$ cat src/rtl/adc_loopback_tester.sv
// rtl/adc_loopback_tester.sv - DAC stimulus / ADC response self-test sequencer
// Optional: PATTERN_INC_EN adds iter_count to the stimulus and expected words.
module adc_loopback_tester #(
    parameter int DW         = 16,
    parameter int CNT_W      = 32,
    parameter int ERR_W      = 16,
    parameter int TO_W       = 16,
    parameter int PWR_SETTLE = 4
) (
    input  logic             clk,
    input  logic             rst_n,
    input  logic             start,
    input  logic             abort,
    input  logic [1:0]       mode,
    input  logic [CNT_W-1:0] max_cycles,
    input  logic [TO_W-1:0]  timeout_cycles,
    input  logic [DW-1:0]    stim_pattern,
    input  logic [DW-1:0]    expect_pattern,
    input  logic [DW-1:0]    expect_mask,
    input  logic [DW-1:0]    adc_data,
    input  logic             adc_valid,
    output logic [DW-1:0]    dac_data,
    output logic             dac_valid,
    output logic             power_en,
    output logic             busy,
    output logic             test_done,
    output logic [CNT_W-1:0] iter_count,
    output logic [ERR_W-1:0] error_count,
    output logic             timeout_seen
);

    typedef enum logic [2:0] {IDLE, PWR_UP, DRIVE, WAIT_RSP, DONE} state_t;

    localparam int SW = (PWR_SETTLE < 2) ? 1 : $clog2(PWR_SETTLE);
    localparam bit NO_SETTLE_STATE = (PWR_SETTLE == 1);

    state_t            state, next_state;
    logic [SW-1:0]     settle_cnt;
    logic [TO_W-1:0]   to_cnt;
    logic [1:0]        mode_q;
    logic [CNT_W-1:0]  max_q;
    logic [TO_W-1:0]   to_q;
    logic [DW-1:0]     stim_q, exp_q, mask_q;
    logic [DW-1:0]     stim_word, exp_word;
    logic [CNT_W-1:0]  iter_inc;
    logic [TO_W:0]     to_next;
    logic              start_ok, timed_out, mismatch, iter_last, settle_done, resolve;

`ifdef PATTERN_INC_EN
    assign stim_word = stim_q + DW'(iter_count);
    assign exp_word  = exp_q + DW'(iter_count);
`else
    assign stim_word = stim_q;
    assign exp_word  = exp_q;
`endif

    assign start_ok    = start && !abort && (mode != 2'b11);
    assign to_next     = {1'b0, to_cnt} + {{TO_W{1'b0}}, 1'b1};
    assign timed_out   = !adc_valid && (to_q != '0) && (to_next == {1'b0, to_q});
    assign mismatch    = |((adc_data ^ exp_word) & mask_q);
    assign iter_inc    = iter_count + {{(CNT_W-1){1'b0}}, 1'b1};
    assign iter_last   = (mode_q == 2'b00) || ((mode_q == 2'b01) && (iter_inc == max_q));
    // The strobe is registered one cycle behind DRIVE, so PWR_UP holds PWR_SETTLE-1 cycles.
    assign settle_done = (32'(settle_cnt) + 32'd2) >= PWR_SETTLE;
    assign resolve     = (state == WAIT_RSP) && !abort && (adc_valid || timed_out);

    always_comb begin
        next_state = state;
        case (state)
            IDLE, DONE: begin
                if (start_ok) begin
                    if (NO_SETTLE_STATE && !((mode == 2'b01) && (max_cycles == '0)))
                        next_state = DRIVE;
                    else
                        next_state = PWR_UP;
                end
            end
            PWR_UP: begin
                if (abort)
                    next_state = IDLE;
                else if ((mode_q == 2'b01) && (max_q == '0))
                    next_state = DONE;
                else if (settle_done)
                    next_state = DRIVE;
            end
            DRIVE:    next_state = abort ? IDLE : WAIT_RSP;
            WAIT_RSP: begin
                if (abort)
                    next_state = IDLE;
                else if (adc_valid || timed_out)
                    next_state = iter_last ? DONE : DRIVE;
            end
            default:  next_state = IDLE;
        endcase
    end

    always_ff @(posedge clk or negedge rst_n) begin
        if (!rst_n) begin
            state        <= IDLE;
            settle_cnt   <= '0;
            to_cnt       <= '0;
            mode_q       <= '0;
            max_q        <= '0;
            to_q         <= '0;
            stim_q       <= '0;
            exp_q        <= '0;
            mask_q       <= '0;
            dac_data     <= '0;
            dac_valid    <= 1'b0;
            power_en     <= 1'b0;
            busy         <= 1'b0;
            test_done    <= 1'b0;
            iter_count   <= '0;
            error_count  <= '0;
            timeout_seen <= 1'b0;
        end else begin
            state      <= next_state;
            busy       <= (next_state == PWR_UP) || (next_state == DRIVE) || (next_state == WAIT_RSP);
            power_en   <= (next_state == PWR_UP) || (next_state == DRIVE) || (next_state == WAIT_RSP);
            test_done  <= (next_state == DONE);
            dac_valid  <= (state == DRIVE) && !abort;
            settle_cnt <= (state == PWR_UP) ? settle_cnt + SW'(1) : '0;
            to_cnt     <= (state == WAIT_RSP) ? to_cnt + TO_W'(1) : '0;

            if ((state == DRIVE) && !abort)
                dac_data <= stim_word;

            if (((state == IDLE) || (state == DONE)) && start_ok) begin
                mode_q       <= mode;
                max_q        <= max_cycles;
                to_q         <= timeout_cycles;
                stim_q       <= stim_pattern;
                exp_q        <= expect_pattern;
                mask_q       <= expect_mask;
                iter_count   <= '0;
                error_count  <= '0;
                timeout_seen <= 1'b0;
            end

            if (resolve) begin
                iter_count <= iter_inc;
                if ((timed_out || mismatch) && (error_count != '1))
                    error_count <= error_count + ERR_W'(1);
                if (timed_out)
                    timeout_seen <= 1'b1;
            end
        end
    end

endmodule

$ cat config.mk
export PLATFORM = sky130hd
export DESIGN_NAME = adc_loopback_tester
export DESIGN_NICKNAME = d
export VERILOG_FILES = /design/src/rtl/adc_loopback_tester.sv
export SDC_FILE = /design/constraint.sdc
export NUM_CORES = 1
export LEC_CHECK = 0
export ABC_CLOCK_PERIOD_IN_PS = 3550
export BUFFER_PORTS_ARGS = -buffer_cell sky130_fd_sc_hd__buf_4
export CAP_MARGIN = 20
export CELL_PAD_IN_SITES_DETAIL_PLACEMENT = 1
export CELL_PAD_IN_SITES_GLOBAL_PLACEMENT = 2
export CORE_MARGIN = 4
export CORE_UTILIZATION = 34
export CTS_CLUSTER_DIAMETER = 200
export CTS_CLUSTER_SIZE = 12
export DETAILED_ROUTE_END_ITERATION = 6
export PLACE_DENSITY_LB_ADDON = 0.2
export SETUP_SLACK_MARGIN = 0.5
export SYNTH_ARGS = -nofsm -noshare
export SYNTH_HDL_FRONTEND = slang
export SYNTH_SLANG_ARGS = --single-unit
$ cat constraint.sdc
create_clock -name clk -period 3.55 [get_ports clk]
set_input_delay 0.1775 -clock clk [delete_from_list [all_inputs] [get_ports clk]]
set_output_delay 0.1775 -clock clk [all_outputs]
set_load 0.005 [all_outputs]
### After elaboration in Yosys (flattened, before gate mapping)

Cells that the tools add are included.

| operators by class | value |
|---|---|
| bitwise operators | 2 |
| equality and inequality tests | 13 |
| multiplexer cells | 19 |
| reduce and logical (&&, ||, !) cells | 26 |
| add/subtract/negate cells | 6 |
| order comparisons | 1 |

Operators with widths:

| cell | count |
|---|---|
| two-way mux 16 bit | 4 |
| two-way mux 32 bit | 2 |
| adder 16 x 1 -> 16 bit (second input constant) | 2 |
| adder 32 x 1 -> 32 bit (second input constant) | 1 |
| == test 32 bit | 1 |
| logical NOT 32 bit | 1 |
| two-way mux 3 bit | 7 |
| adder 16 x 1 -> 17 bit (second input constant) | 1 |
| == test 17 x 16 -> 1 bit | 1 |
| bitwise AND 16 bit | 1 |
| != test 16 bit (second input constant) | 1 |
| nonzero test 16 bit | 1 |
| OR reduction 16 bit | 1 |
| XOR 16 bit | 1 |
| == test 3 x 2 -> 1 bit (second input constant) | 4 |
| one-hot mux 3 bit (4 select lines) | 1 |
| logical AND 1 bit | 11 |
| == test 3 x 1 -> 1 bit (second input constant) | 2 |
| == test 3 bit (second input constant) | 2 |
| logical OR 1 bit | 6 |
| two-way mux 2 bit | 2 |
| adder 2 x 2 -> 3 bit (second input constant) | 1 |
| >= comparator 3 bit (second input constant) | 1 |
| logical NOT 3 bit | 1 |
| other kinds (8) | 11 |

| word-level totals | value |
|---|---|
| word-level logic and storage cells | 83 |
| output and inout port bits | 69 |
| input port bits | 119 |
| flip-flop bits (word level) | 187 |

### Depth between registers and ports, before layout

Gate-level depths: netlist of run 1.

| logic depth | value |
|---|---|
| depth after elaboration | 11 |
| gate-level depth with buffers | 13 |
| mapped depth without buffers | 10 |

### Worst setup path after synthesis of run 1

No wires, ideal clock.

| timing | value |
|---|---|
| path type | reg2reg |
| start | register iter_count[0] |
| end | register busy |
| stages on the path, launching flop included | 12 |
| data required time | 3.426 ns |
| period minus slack after synthesis | 3.117 ns |
| arrival time | 2.993 ns |
| setup slack | 0.433 ns |
| buffers on the path | 1 |
| setup time | 0.124 ns |
| cells stage by stage | dfrtp_1 -> ha_1 -> nand4_4 -> nor4_4 -> and3_1 -> buf_2 -> and2_1 -> xnor2_1 -> or4_1 -> o41ai_2 -> nand2b_1 -> a211o_1 |

| on the way | value |
|---|---|
| word-level cells in the longest chain between the ends | 11 |
| elaborated cells on any way between the ends | 13 |
| classes of those cells | add/sub (1); eq/ne (4); mux (4); reduce/logical (4) |

RTL lines:

| item | line | text |
|---|---|---|
| start, declared | 27 | `output logic [CNT_W-1:0] iter_count,` |
| start signal, assigned | 141 | `iter_count <= iter_inc;` |
| adder 32 x 1 -> 32 bit * | 61 | `assign iter_inc = iter_count + {{(CNT_W-1){1'b0}}, 1'b1};` |
| == test 32 bit * | 62 | `assign iter_last = (mode_q == 2'b00) \|\| ((mode_q == 2'b01) && (iter_inc == max_q));` |
| logical AND 1 bit * | 62 |  |
| logical OR 1 bit * | 62 |  |
| two-way mux 3 bit * | 91 | `next_state = iter_last ? DONE : DRIVE;` |
| two-way mux 3 bit * | 90 | `else if (adc_valid \|\| timed_out)` |
| two-way mux 3 bit * | 88 | `if (abort)` |
| one-hot mux 3 bit (4 select lines) * | 69 | `case (state)` |
| == test 3 x 1 -> 1 bit or == test 3 x 2 -> 1 bit (tied branches) | 118 | `busy <= (next_state == PWR_UP) \|\| (next_state == DRIVE) \|\| (next_state == WAIT_RSP);` |
| logical OR 1 bit | 118 |  |
| logical OR 1 bit * | 118 |  |
| end signal, assigned | 118 |  |
| end, declared | 25 | `output logic busy,` |

Mark *: on every way between the ends. The rest lies on a longest branch, timed or not.
A chain may end at the register's enable or synchronous reset.

### Worst setup path after layout of run 1

Same ends and word-level chain as after synthesis.

==> flow_metrics.py, run 1 <==
metrics = {
    "floorplanning": {
        "core_um2": 28090,
        "die_y_um": 177.5,
        "num_rows": 61,
        "die_w_um": 177.5,
        "boundaryPins": 188,
        "start_util_pct": 34.77,
        "dieArea_um2": 31500,
    },
    "yosys": {
        "syn_area_um2": 9767,
        "synth_async_sr_flop_share_pct": 100.0,
        "synth_top_area_share_pct": 47.91,
        "synth_common_cells": "nand2_1, dfrtp_1, nor2_1",
        "synth_ff_type": "dfrtp_1",
        "yosysSeqAreaShare_pct": 47.91,
        "synth_cells": 1088,
        "syn_nets": 1210,
        "syn_avg_cell_area_um2": 8.977,
        "synth_area_leaders": "dfrtp_1, nand2_1, xnor2_1",
        "yosysUniqueCellTypes": 74,
        "ys_ff_latch": 187,
        "ys_warn_count": 0,
        "yosysMostFrequentCell": "nand2_1",
        "synth_top_cell_by_area": "dfrtp_1",
        "synth-edff-count": 0,
    },
    "timing": {
        "timing.final.setup_violations": 0,
        "fmax_ghz": 0.3322,
        "finalMaxSlewViolations": 0,
        "setup-tns-final_ns": 0,
        "clock_skew_ns": 0.01619,
        "fin_crit_ns": 3.010,
        "grt_setup_unrepaired": "true",
        "slew_headroom_pct": 45.40,
        "tightest_slew_ns": 0.8191,
        "hold-worst-slack_ns": 0.03140,
        "hold_violations": 0,
        "fin_crit_sh_pct": 84.80,
    },
    "setup_path": {
        "worst_ep_arrival_time_ns": 3.32,
        "crit_required_ns": 3.86,
        "critPathLaunchType": "flop",
        "reg2reg_depth": 11,
        "critPathKind": "flop to flop",
        "worstPathMaxFanout": 5,
        "end_kind": "flop",
    },
    "grt": {
        "grt.overflow.total": 0,
        "grt_pass1_wl_um": 52730,
        "first_global_vias": 9472,
        "grt_max_degree": 96,
        "grt.total_usage_pct": 21.02,
        "grt_antenna_before_repair": 2,
    },
    "route": {
        "wl_per_cell_um": 18.63,
        "highest_layer": "met4",
        "met3WireLength_um": 1613,
        "wl_met2_um": 15650,
        "via_count": 9004,
        "firstDrtPassIters": 4,
        "vias_per_cell": 5.027,
        "ant_nets": 0,
        "post-route-drc-count": 0,
        "met1Wirelength_um": 15610,
        "drt_wl_total_um": 33370,
        "drt_iter0_markers": 353,
    },
    "finish": {
        "drive_above_1_share_pct": 27.50,
        "fillerInstances": 3240,
        "layout-area-overhead-vs-synth_pct": 43.10,
        "fin_nets": 1521,
    },
    "place": {
        "portBuffers": 187,
        "dpl.hpwl_um": 22450,
        "gp_congestion": 0.8358,
    },
    "pwr": {
        "switchingPower_uw": 2017,
        "p_int_uw": 4160,
        "p_comb_share_pct": 22.2,
        "powerDensity_nw_per_um2": 442.0,
        "switching_share_pct": 32.65,
        "p_seq_share_pct": 46.1,
        "power.share.clock_pct": 31.7,
        "ir_worst_vdd_mv": 0.3359,
        "leakagePower_uw": 0.006641,
    },
    "clocking": {
        "cts_sinks": 187,
        "path_clk_slew_ns": 0.08,
        "cts_made_buffers": 17,
        "cts_buffer_depth": 2,
        "cts_tree": "built",
        "cts_root_buffer": "clkbuf_16",
        "cts-htree-levels": 4,
        "clk_latency_ns": 0.44,
    },
    "hold_path": {
        "hold-path-cell-count": 3,
        "hold_path_class": "primary input to flop",
    },
    "outcome": {
        "status": "finished clean",
    },
    "flow_run": {
        "drv_cap": 0,
    },
}
## area by class of cell
cell class	instances	area (um2)	share of cell area, %
diodes	2	5.005	0.03581
clock buffers	17	425.4	3.044
clock inverters	14	170.2	1.218
inverters	10	37.54	0.2686
multi-input cells	830	5161	36.93
flip-flops and latches	187	4706	33.67
well taps	378	473.0	3.384
repair buffers	353	2998	21.45
## registers in the layout, indices dropped and copies added (netlist names), 2 cells and up
signal / flops
mask_q: 16
state: 3
dac_data: 16
max_q: 32
exp_q: 16
mode_q: 2
stim_q: 16
error_count: 16
to_cnt: 16
settle_cnt: 2
to_q: 16
iter_count: 32
## through the flow
step	cell area [um2]	cells	setup WS, ns	util [%]	power (uW)
6_report	13980	1791	0.5396	49.76	6178
5_1_grt	13980	1791	0.4536	49.76	6552
3_3_place_gp	11640	1617	0.2479	41.44	4077
3_5_place_dp	11640	1617	0.1097	41.44	4108
4_1_cts	13450	1755	0.4835	47.89	6192
2_1_floorplan	9769	1088	0.5044	-	3515
## per-layer routing
metal	track usage, %	up-vias
li1	-	4347
met1	29.65	4436
met2	33.42	194
met3	4.410	27
met4	4.673	0
met5	0	-
## path summary, 6_finish.rpt
path | start | slack, ns | to
hold reg to reg | settle_cnt[0]$_DFF_PN0_ | 0.45 | settle_cnt[0]$_DFF_PN0_
setup reg to reg | iter_count[0]$_DFFE_PN0P_ | 0.54 | busy$_DFF_PN0_
hold / removal | timeout_cycles[15] | 0.03 | to_q[15]$_DFFE_PN0P_
setup / recovery | iter_count[0]$_DFFE_PN0P_ | 0.54 | busy$_DFF_PN0_
max in group asynchronous | rst_n | 2.15 | to_cnt[2]$_DFF_PN0_
min in group asynchronous | rst_n | 0.40 | iter_count[2]$_DFFE_PN0P_
## critical path: stages, from the launching register on
cell      delay, ns
dfrtp_1        0.41
ha_4           0.18
nand4_4        0.15
buf_6          0.18
o21bai_1       0.18
xnor2_1        0.16
or3b_4         0.40
a22oi_2        0.16
nand4_1        0.21
o41ai_4        0.42
nand2b_1       0.16
a211o_1        0.28
## power groups by stage
stage	Sequential, uW	Clock (uW)	Combinational, uW
after CTS	2850	2010	1340
final	2850	1960	1370
after floorplan	2750	0	761
after global routing	2900	2110	1540
after detailed placement	2880	0	1220
after global placement	2870	0	1200
## kinds of logic after synthesis
kind of cell	count (synthesis)	synth area share, %
and+or+nand+nor	570	27.31
DFF	187	47.91
AOI/OAI and AO/OA	138	9.583
xor gates and xnor gates	90	8.506
buffers and inverters	71	3.126
muxes	29	3.177
adders and majority gates	3	0.3844
## layout by cell type, fill, tap and decap left out, types with 6 or more instances in the layout
cell	count
dlygate4sd3_1	98
nand3_1	19
mux2_2	16
clkbuf_16	18
nor2_1	52
nor2b_1	7
nand2b_1	6
a22oi_1	8
a21oi_1	17
nand4_1	25
inv_1	10
nor4_1	14
nand2_1	346
dfrtp_1	166
o31ai_1	22
and4_1	7
o21ai_0	40
dfrtp_2	21
mux2i_1	13
nor4_4	6
buf_4	244
and3_1	12
nor3_2	7
a31oi_1	6
xor2_1	35
xnor2_1	50
## what timing repair did
item / CTS / global route
endpoints found under the setup margin: 42 / 33
gates cloned: 0 / 1
buffers inserted: 9 / 33
pin swaps: 13 / 24
endpoints found under the hold margin: 190 / 0
gates resized for setup: 36 / 52
hold buffers: 98 / 0
No activity file was read; power rests on OpenSTA's default activity.
==> inputs of run 2 (changes only) <==
--- a/config.mk
+++ b/config.mk
@@ -5,13 +5,13 @@
 export SDC_FILE = /design/constraint.sdc
 export NUM_CORES = 1
 export LEC_CHECK = 0
-export ABC_CLOCK_PERIOD_IN_PS = 3550
+export ABC_CLOCK_PERIOD_IN_PS = 2570
 export BUFFER_PORTS_ARGS = -buffer_cell sky130_fd_sc_hd__buf_4
 export CAP_MARGIN = 20
 export CELL_PAD_IN_SITES_DETAIL_PLACEMENT = 1
 export CELL_PAD_IN_SITES_GLOBAL_PLACEMENT = 2
 export CORE_MARGIN = 4
-export CORE_UTILIZATION = 34
+export CORE_UTILIZATION = 30
 export CTS_CLUSTER_DIAMETER = 200
 export CTS_CLUSTER_SIZE = 12
 export DETAILED_ROUTE_END_ITERATION = 6
==> constraint.sdc (replaced) <==
create_clock -name clk -period 2.57 [get_ports clk]
set_input_delay 0.1285 -clock clk [delete_from_list [all_inputs] [get_ports clk]]
set_output_delay 0.1285 -clock clk [all_outputs]
set_load 0.005 [all_outputs]
==> flow_metrics.py, run 2 (synthesized netlist as in run 1, its figures left out) <==
metrics = {
    "route": {
        "drt_wl_total_um": 37240,
        "vias_per_cell": 4.870,
        "ant_nets": 0,
        "firstDrtPassIters": 5,
        "post-route-drc-count": 0,
        "drt_iter0_markers": 568,
        "via_count": 9770,
        "wl_per_cell_um": 18.56,
    },
    "floorplanning": {
        "die_y_um": 188.4,
        "boundaryPins": 188,
        "num_rows": 65,
        "die_w_um": 188.4,
        "core_um2": 31800,
        "start_util_pct": 30.71,
        "dieArea_um2": 35510,
    },
    "finish": {
        "fin_util_pct": 49.56,
        "layout-area-overhead-vs-synth_pct": 61.35,
        "antenna_cells": 0,
        "layout_commonest_cell": "buf_4",
        "stdcell_count": 2006,
        "fillerInstances": 3614,
        "drive_above_1_share_pct": 38.26,
        "reg_top3": "iter_count (32), max_q (32)",
        "mostFrequentLayoutCells": "buf_4, nand2_1, dfrtp_1",
        "fin_nets": 1681,
    },
    "timing": {
        "timing.final.setup_violations": 52,
        "slew_headroom_pct": 58.44,
        "fin_crit_sh_pct": 113.9,
        "grt_setup_unrepaired": "true",
        "fin_crit_ns": 2.926,
        "finalMaxSlewViolations": 0,
        "tightest_slew_ns": 0.6234,
        "hold_violations": 0,
        "fmax_ghz": 0.3418,
        "fin_ws_ns": -0.3560,
        "clock_skew_ns": 0.01248,
    },
    "flow_run": {
        "drv_cap": 0,
    },
    "outcome": {
        "status": "finished with violations",
        "violations": "setup timing",
    },
    "clocking": {
        "cts_buffer_depth": 2,
        "cts_root_buffer": "clkbuf_16",
        "cts_made_buffers": 17,
        "path_clk_slew_ns": 0.08,
        "cts-htree-levels": 4,
        "cts_tree": "built",
        "cts_sinks": 187,
        "clk_latency_ns": 0.45,
    },
    "place": {
        "portBuffers": 187,
        "dpl.hpwl_um": 25570,
        "placed_cells": 1831,
        "pre_cts_ws_ns": -0.3729,
        "gp_congestion": 0.8625,
    },
    "pwr": {
        "fin_total_pwr_uw": 8705,
        "switching_share_pct": 31.71,
        "ir_worst_vdd_mv": 0.5299,
        "p_int_uw": 5945,
        "p_seq_share_pct": 44.8,
        "leakagePower_uw": 0.007587,
        "power.share.clock_pct": 31.3,
        "switchingPower_uw": 2761,
        "p_comb_share_pct": 24.0,
        "powerDensity_nw_per_um2": 552.4,
    },
    "setup_path": {
        "worst_ep_arrival_time_ns": 3.26,
        "worstPathMaxFanout": 3,
        "critPathKind": "flop to flop",
        "critPathLaunchType": "flop",
        "crit_required_ns": 2.90,
        "end_kind": "flop",
    },
    "grt": {
        "grt_pass1_wl_um": 59120,
        "grt.overflow.total": 0,
        "grt_max_degree": 64,
        "grt_antenna_before_repair": 0,
        "first_global_vias": 10470,
        "grt.total_usage_pct": 20.86,
    },
    "hold_path": {
        "hold_path_class": "primary input to flop",
    },
}
-- run 2: changes by cell type in the layout (fill, tap and decap cells not counted), sizes merged, moves of 2 or more --
cell      change
and2          +3
diode         -2
buf         +156
clkinv        -5
clkinvlp      +2
-- run 2: worst paths after layout --
path | from | endpoint | slack, ns | cells past startpoint
worst max register to register | iter_count[11]$_DFFE_PN0P_ | busy$_DFF_PN0_ | -0.36 | 11
worst min register to register | settle_cnt[0]$_DFF_PN0_ | settle_cnt[0]$_DFF_PN0_ | 0.46 | 1
worst max-delay path | iter_count[11]$_DFFE_PN0P_ | busy$_DFF_PN0_ | -0.36 | 11
max in group asynchronous | rst_n | to_cnt[2]$_DFF_PN0_ | 1.48 | 3
min in group asynchronous | rst_n | iter_count[7]$_DFFE_PN0P_ | 0.20 | 2
worst min-delay path | adc_valid | state[0]$_DFF_PN0_ | 0.10 | 4
-- run 2: repair_timing --
item / 4_1_cts / 5_1_grt
hold endpoints to repair: 157 / 0
setup buffers: 20 / 17
gates cloned: 7 / 1
hold buffers: 99 / 0
setup endpoints to repair: 54 / 54
pin swaps: 44 / 30
resized for setup: 104 / 58
-- run 2: per-layer routing --
metal / share of wire [%] / routed length, um / track usage (%)
met5: 0 / 0 / 0
met4: 1.5 / 561 / 4.877
met3: 5.1 / 1895 / 4.724
met2: 48 / 17900 / 34.36
met1: 45 / 16880 / 28.14
-- run 2: critical path: stages (launching register included) --
cell,delay (ns)
dfrtp_1,0.42
nand4_1,0.18
buf_4,0.19
nor4_4,0.37
and3_4,0.24
buf_4,0.10
and2_4,0.14
xnor2_1,0.07
or4_4,0.43
o41ai_4,0.25
nand2b_1,0.12
a211o_1,0.30
-- run 2: per-stage QoR --
stage	hold WS (ns)	cell area, um2	TNS [ns]
after floorplan	-0.1671	9958	-3.204
after global placement	0.1709	13050	-9.235
after detailed placement	0.1765	13050	-11.51
after CTS	0.07686	15350	-8.237
after global routing	0.1105	15760	-18.26
final	0.1044	15760	-9.888
-- run 2: area by class of cell --
type / instances / area [um2] / area share (%)
well taps: 435 / 544.3 / 3.454
clock inverters: 13 / 147.6 / 0.9369
inverters: 10 / 37.54 / 0.2382
multi-input cells: 834 / 5533 / 35.11
repair buffers: 509 / 4365 / 27.70
clock buffers: 18 / 439.2 / 2.787
flip-flops and latches: 187 / 4692 / 29.77
-- run 2: power groups by stage --
stage	registers [uW]	clock network (uW)	logic (uW)
2_1_floorplan	3810	0	1070
3_3_place_gp	3920	0	1850
3_5_place_dp	3940	0	1880
4_1_cts	3890	2810	2080
5_1_grt	3970	2940	2340
6_report	3900	2720	2090
==> inputs of run 3 (changes only) <==
--- a/config.mk
+++ b/config.mk
@@ -5,14 +5,15 @@
 export SDC_FILE = /design/constraint.sdc
 export NUM_CORES = 1
 export LEC_CHECK = 0
+export ABC_AREA = 1
 export ABC_CLOCK_PERIOD_IN_PS = 2570
 export BUFFER_PORTS_ARGS = -buffer_cell sky130_fd_sc_hd__buf_4
 export CAP_MARGIN = 20
 export CELL_PAD_IN_SITES_DETAIL_PLACEMENT = 1
 export CELL_PAD_IN_SITES_GLOBAL_PLACEMENT = 2
 export CORE_MARGIN = 4
-export CORE_UTILIZATION = 30
-export CTS_CLUSTER_DIAMETER = 200
+export CORE_UTILIZATION = 29
+export CTS_CLUSTER_DIAMETER = 40
 export CTS_CLUSTER_SIZE = 12
 export DETAILED_ROUTE_END_ITERATION = 6
 export PLACE_DENSITY_LB_ADDON = 0.2
==> flow_metrics.py, run 3 <==
metrics = {
    "outcome": {
        "status": "finished clean",
    },
    "timing": {
        "fin_crit_ns": 2.466,
        "slew_headroom_pct": 49.72,
        "tightest_slew_ns": 0.7542,
        "fmax_ghz": 0.4054,
        "finalMaxSlewViolations": 0,
        "grt_setup_unrepaired": "true",
        "hold_violations": 0,
        "timing.final.setup_violations": 0,
        "clock_skew_ns": 0.01204,
        "fin_crit_sh_pct": 95.97,
    },
    "yosys": {
        "synth_common_cells": "nand2_1, dfrtp_1, inv_1",
        "synth_cells": 1397,
        "synth_top_cell_by_area": "dfrtp_1",
        "syn_nets": 1519,
        "synth_top_area_share_pct": 45.70,
        "syn_area_um2": 10240,
        "yosysMostFrequentCell": "nand2_1",
        "synth-edff-count": 0,
        "yosysUniqueCellTypes": 40,
        "synth_area_leaders": "dfrtp_1, nand2_1, nand3_1",
        "ys_warn_count": 0,
        "ys_ff_latch": 187,
        "syn_avg_cell_area_um2": 7.329,
        "yosysSeqAreaShare_pct": 45.70,
        "synth_ff_type": "dfrtp_1",
        "synth_async_sr_flop_share_pct": 100.0,
    },
    "clocking": {
        "path_clk_slew_ns": 0.08,
        "clk_latency_ns": 0.46,
        "cts-htree-levels": 4,
        "cts_sinks": 187,
        "cts_root_buffer": "clkbuf_16",
        "cts_made_buffers": 17,
        "cts_tree": "built",
        "cts_buffer_depth": 2,
    },
    "finish": {
        "fin_area_um2": 14780,
        "mostFrequentLayoutCells": "nand2_1, buf_4, dfrtp_1",
        "drive_above_1_share_pct": 24.79,
        "layout-area-overhead-vs-synth_pct": 44.32,
        "fin_nets": 1856,
        "antenna_cells": 0,
        "stdcell_count": 2202,
        "layout_commonest_cell": "nand2_1",
        "fillerInstances": 4284,
        "reg_top3": "iter_count (32), max_q (32)",
    },
    "pwr": {
        "leakagePower_uw": 0.007186,
        "p_seq_share_pct": 44.6,
        "switchingPower_uw": 2979,
        "ir_worst_vdd_mv": 0.4581,
        "p_comb_share_pct": 23.9,
        "p_int_uw": 5948,
        "powerDensity_nw_per_um2": 604.1,
        "power.share.clock_pct": 31.5,
        "switching_share_pct": 33.38,
    },
    "grt": {
        "grt_antenna_before_repair": 1,
        "first_global_vias": 10880,
        "grt_max_degree": 144,
        "grt_pass1_wl_um": 59320,
        "grt.total_usage_pct": 19.32,
        "grt.overflow.total": 0,
    },
    "floorplanning": {
        "dieArea_um2": 38370,
        "num_rows": 68,
        "die_y_um": 195.9,
        "start_util_pct": 29.49,
        "die_w_um": 195.9,
        "boundaryPins": 188,
        "core_um2": 34710,
    },
    "setup_path": {
        "reg2reg_from": "to_cnt[1]$_DFF_PN0_",
        "worst_ep_arrival_time_ns": 2.81,
        "crit_required_ns": 2.91,
        "critPathLaunchType": "flop",
        "crit_start": "to_cnt[1]$_DFF_PN0_",
        "critPathKind": "flop to flop",
        "worstPathMaxFanout": 7,
        "end_kind": "flop",
    },
    "route": {
        "wl_per_cell_um": 16.93,
        "vias_per_cell": 4.668,
        "post-route-drc-count": 0,
        "drt_iter0_markers": 447,
        "ant_nets": 0,
        "via_count": 10280,
        "firstDrtPassIters": 4,
        "drt_wl_total_um": 37290,
    },
    "place": {
        "portBuffers": 187,
        "dpl_cell_area_um2": 12390,
        "dpl.hpwl_um": 26620,
        "placed_cells": 2038,
        "gp_congestion": 0.8196,
    },
    "hold_path": {
        "min_from": "start",
        "hold_path_class": "primary input to flop",
    },
    "flow_run": {
        "drv_cap": 0,
    },
}
run 3: cell count changes in the layout (fill, tap and decap cells not counted), moves of 41 or more:
cell     previous run  this run
inv_1              10       129
nand3_1            14       103
nand2_1           339       552
buf_4             374       237
nor2_1             40        96
xnor2_1            48         7
o21ai_0            10        70
run 3: timing repair:
item / 4_1_cts / 5_1_grt
pin swaps: 28 / 33
hold buffers: 100 / 0
endpoints found under the hold margin: 172 / 0
endpoints found under the setup margin: 53 / 93
setup buffers: 20 / 7
resized for setup: 58 / 68
cloned: 3 / 2
run 3: cell families (layout without fill, tap and decap cells):
kind of cell / after synthesis / in the layout / share of synthesized area (%)
AO/OA/AOI/OAI: 123 / 123 / 7.149
XOR/XNOR: 31 / 31 / 3.190
adder cells (fa/ha/maj): 3 / 3 / 0.3667
buffers and inverters: 173 / 521 / 7.100
flip-flops: 187 / 187 / 45.70
AND/OR/NAND/NOR: 880 / 882 / 36.49
run 3: area by class of cell:
type | instances | area (um2) | area share [%]
well taps | 455 | 569.3 | 3.853
flip-flops and latches | 187 | 4695 | 31.77
repair buffers | 354 | 3074 | 20.80
inverters | 135 | 524.3 | 3.548
clock buffers | 18 | 439.2 | 2.972
multi-input cells | 1039 | 5304 | 35.89
clock inverters | 14 | 171.4 | 1.160
run 3: power groups by stage:
stage / Clock (uW) / Sequential [uW] / Combinational, uW
after floorplan: 0 / 3880 / 1120
after global placement: 0 / 4010 / 1880
after detailed placement: 0 / 4020 / 1920
after CTS: 2910 / 3980 / 2130
after global routing: 3040 / 4070 / 2440
final: 2810 / 3980 / 2140
run 3: worst max-delay path, cell delays in order (launching register included):
cell and delay (ns):
dfrtp_2 0.41, ha_4 0.17, nand2_4 0.08, inv_4 0.08
nand2_4 0.05, nor2_4 0.15, nand2_2 0.08, nand2_2 0.09
nand2_2 0.05, nand2_1 0.06, nand2_1 0.05, nor2_1 0.09
nand3_1 0.11, nor2_2 0.13, nand2_2 0.10, nand2_4 0.10
nand2_8 0.12, buf_12 0.20, nor2_4 0.16, o21ai_1 0.08
run 3: per-layer routing:
metal,vias up,part of all wire [%],global-route usage [%],wire [um]
met4,2,1.6,4.655,598
met3,37,4.5,4.517,1680
li1,5096,-,-,-
met2,178,50,33.64,18710
met1,4966,44,24.31,16290
met5,-,0.019,0,7
run 3: path summary, 6_finish.rpt:
check / slack (ns) / to / depth (start not counted)
worst max-delay path: 0.10 / error_count[13]$_DFF_PN0_ / 19
worst max register to register: 0.10 / error_count[13]$_DFF_PN0_ / 19
worst min register to register: 0.46 / settle_cnt[0]$_DFF_PN0_ / 1
worst min-delay path: 0.1 / state[2]$_DFF_PN0_ / 4
max in group asynchronous: 1.44 / exp_q[6]$_DFFE_PN0P_ / 3
min in group asynchronous: 0.28 / max_q[2]$_DFFE_PN0P_ / 2
run 3: through the flow:
step           utilization (%)  total power, uW  setup WS, ns  TNS [ns]  hold WS (ns)
3_5_place_dp             35.70             5942       -0.1651   -0.5164        0.2554
6_report                 42.57             8927        0.1035         0       0.09829
3_3_place_gp             35.70             5887       -0.1132   -0.3123        0.2583
5_1_grt                  42.57             9557      -0.05741   -0.4295        0.1354
2_1_floorplan                -             5003        0.4005         0       -0.1671
4_1_cts                  41.57             9030       0.05806         0       0.06716
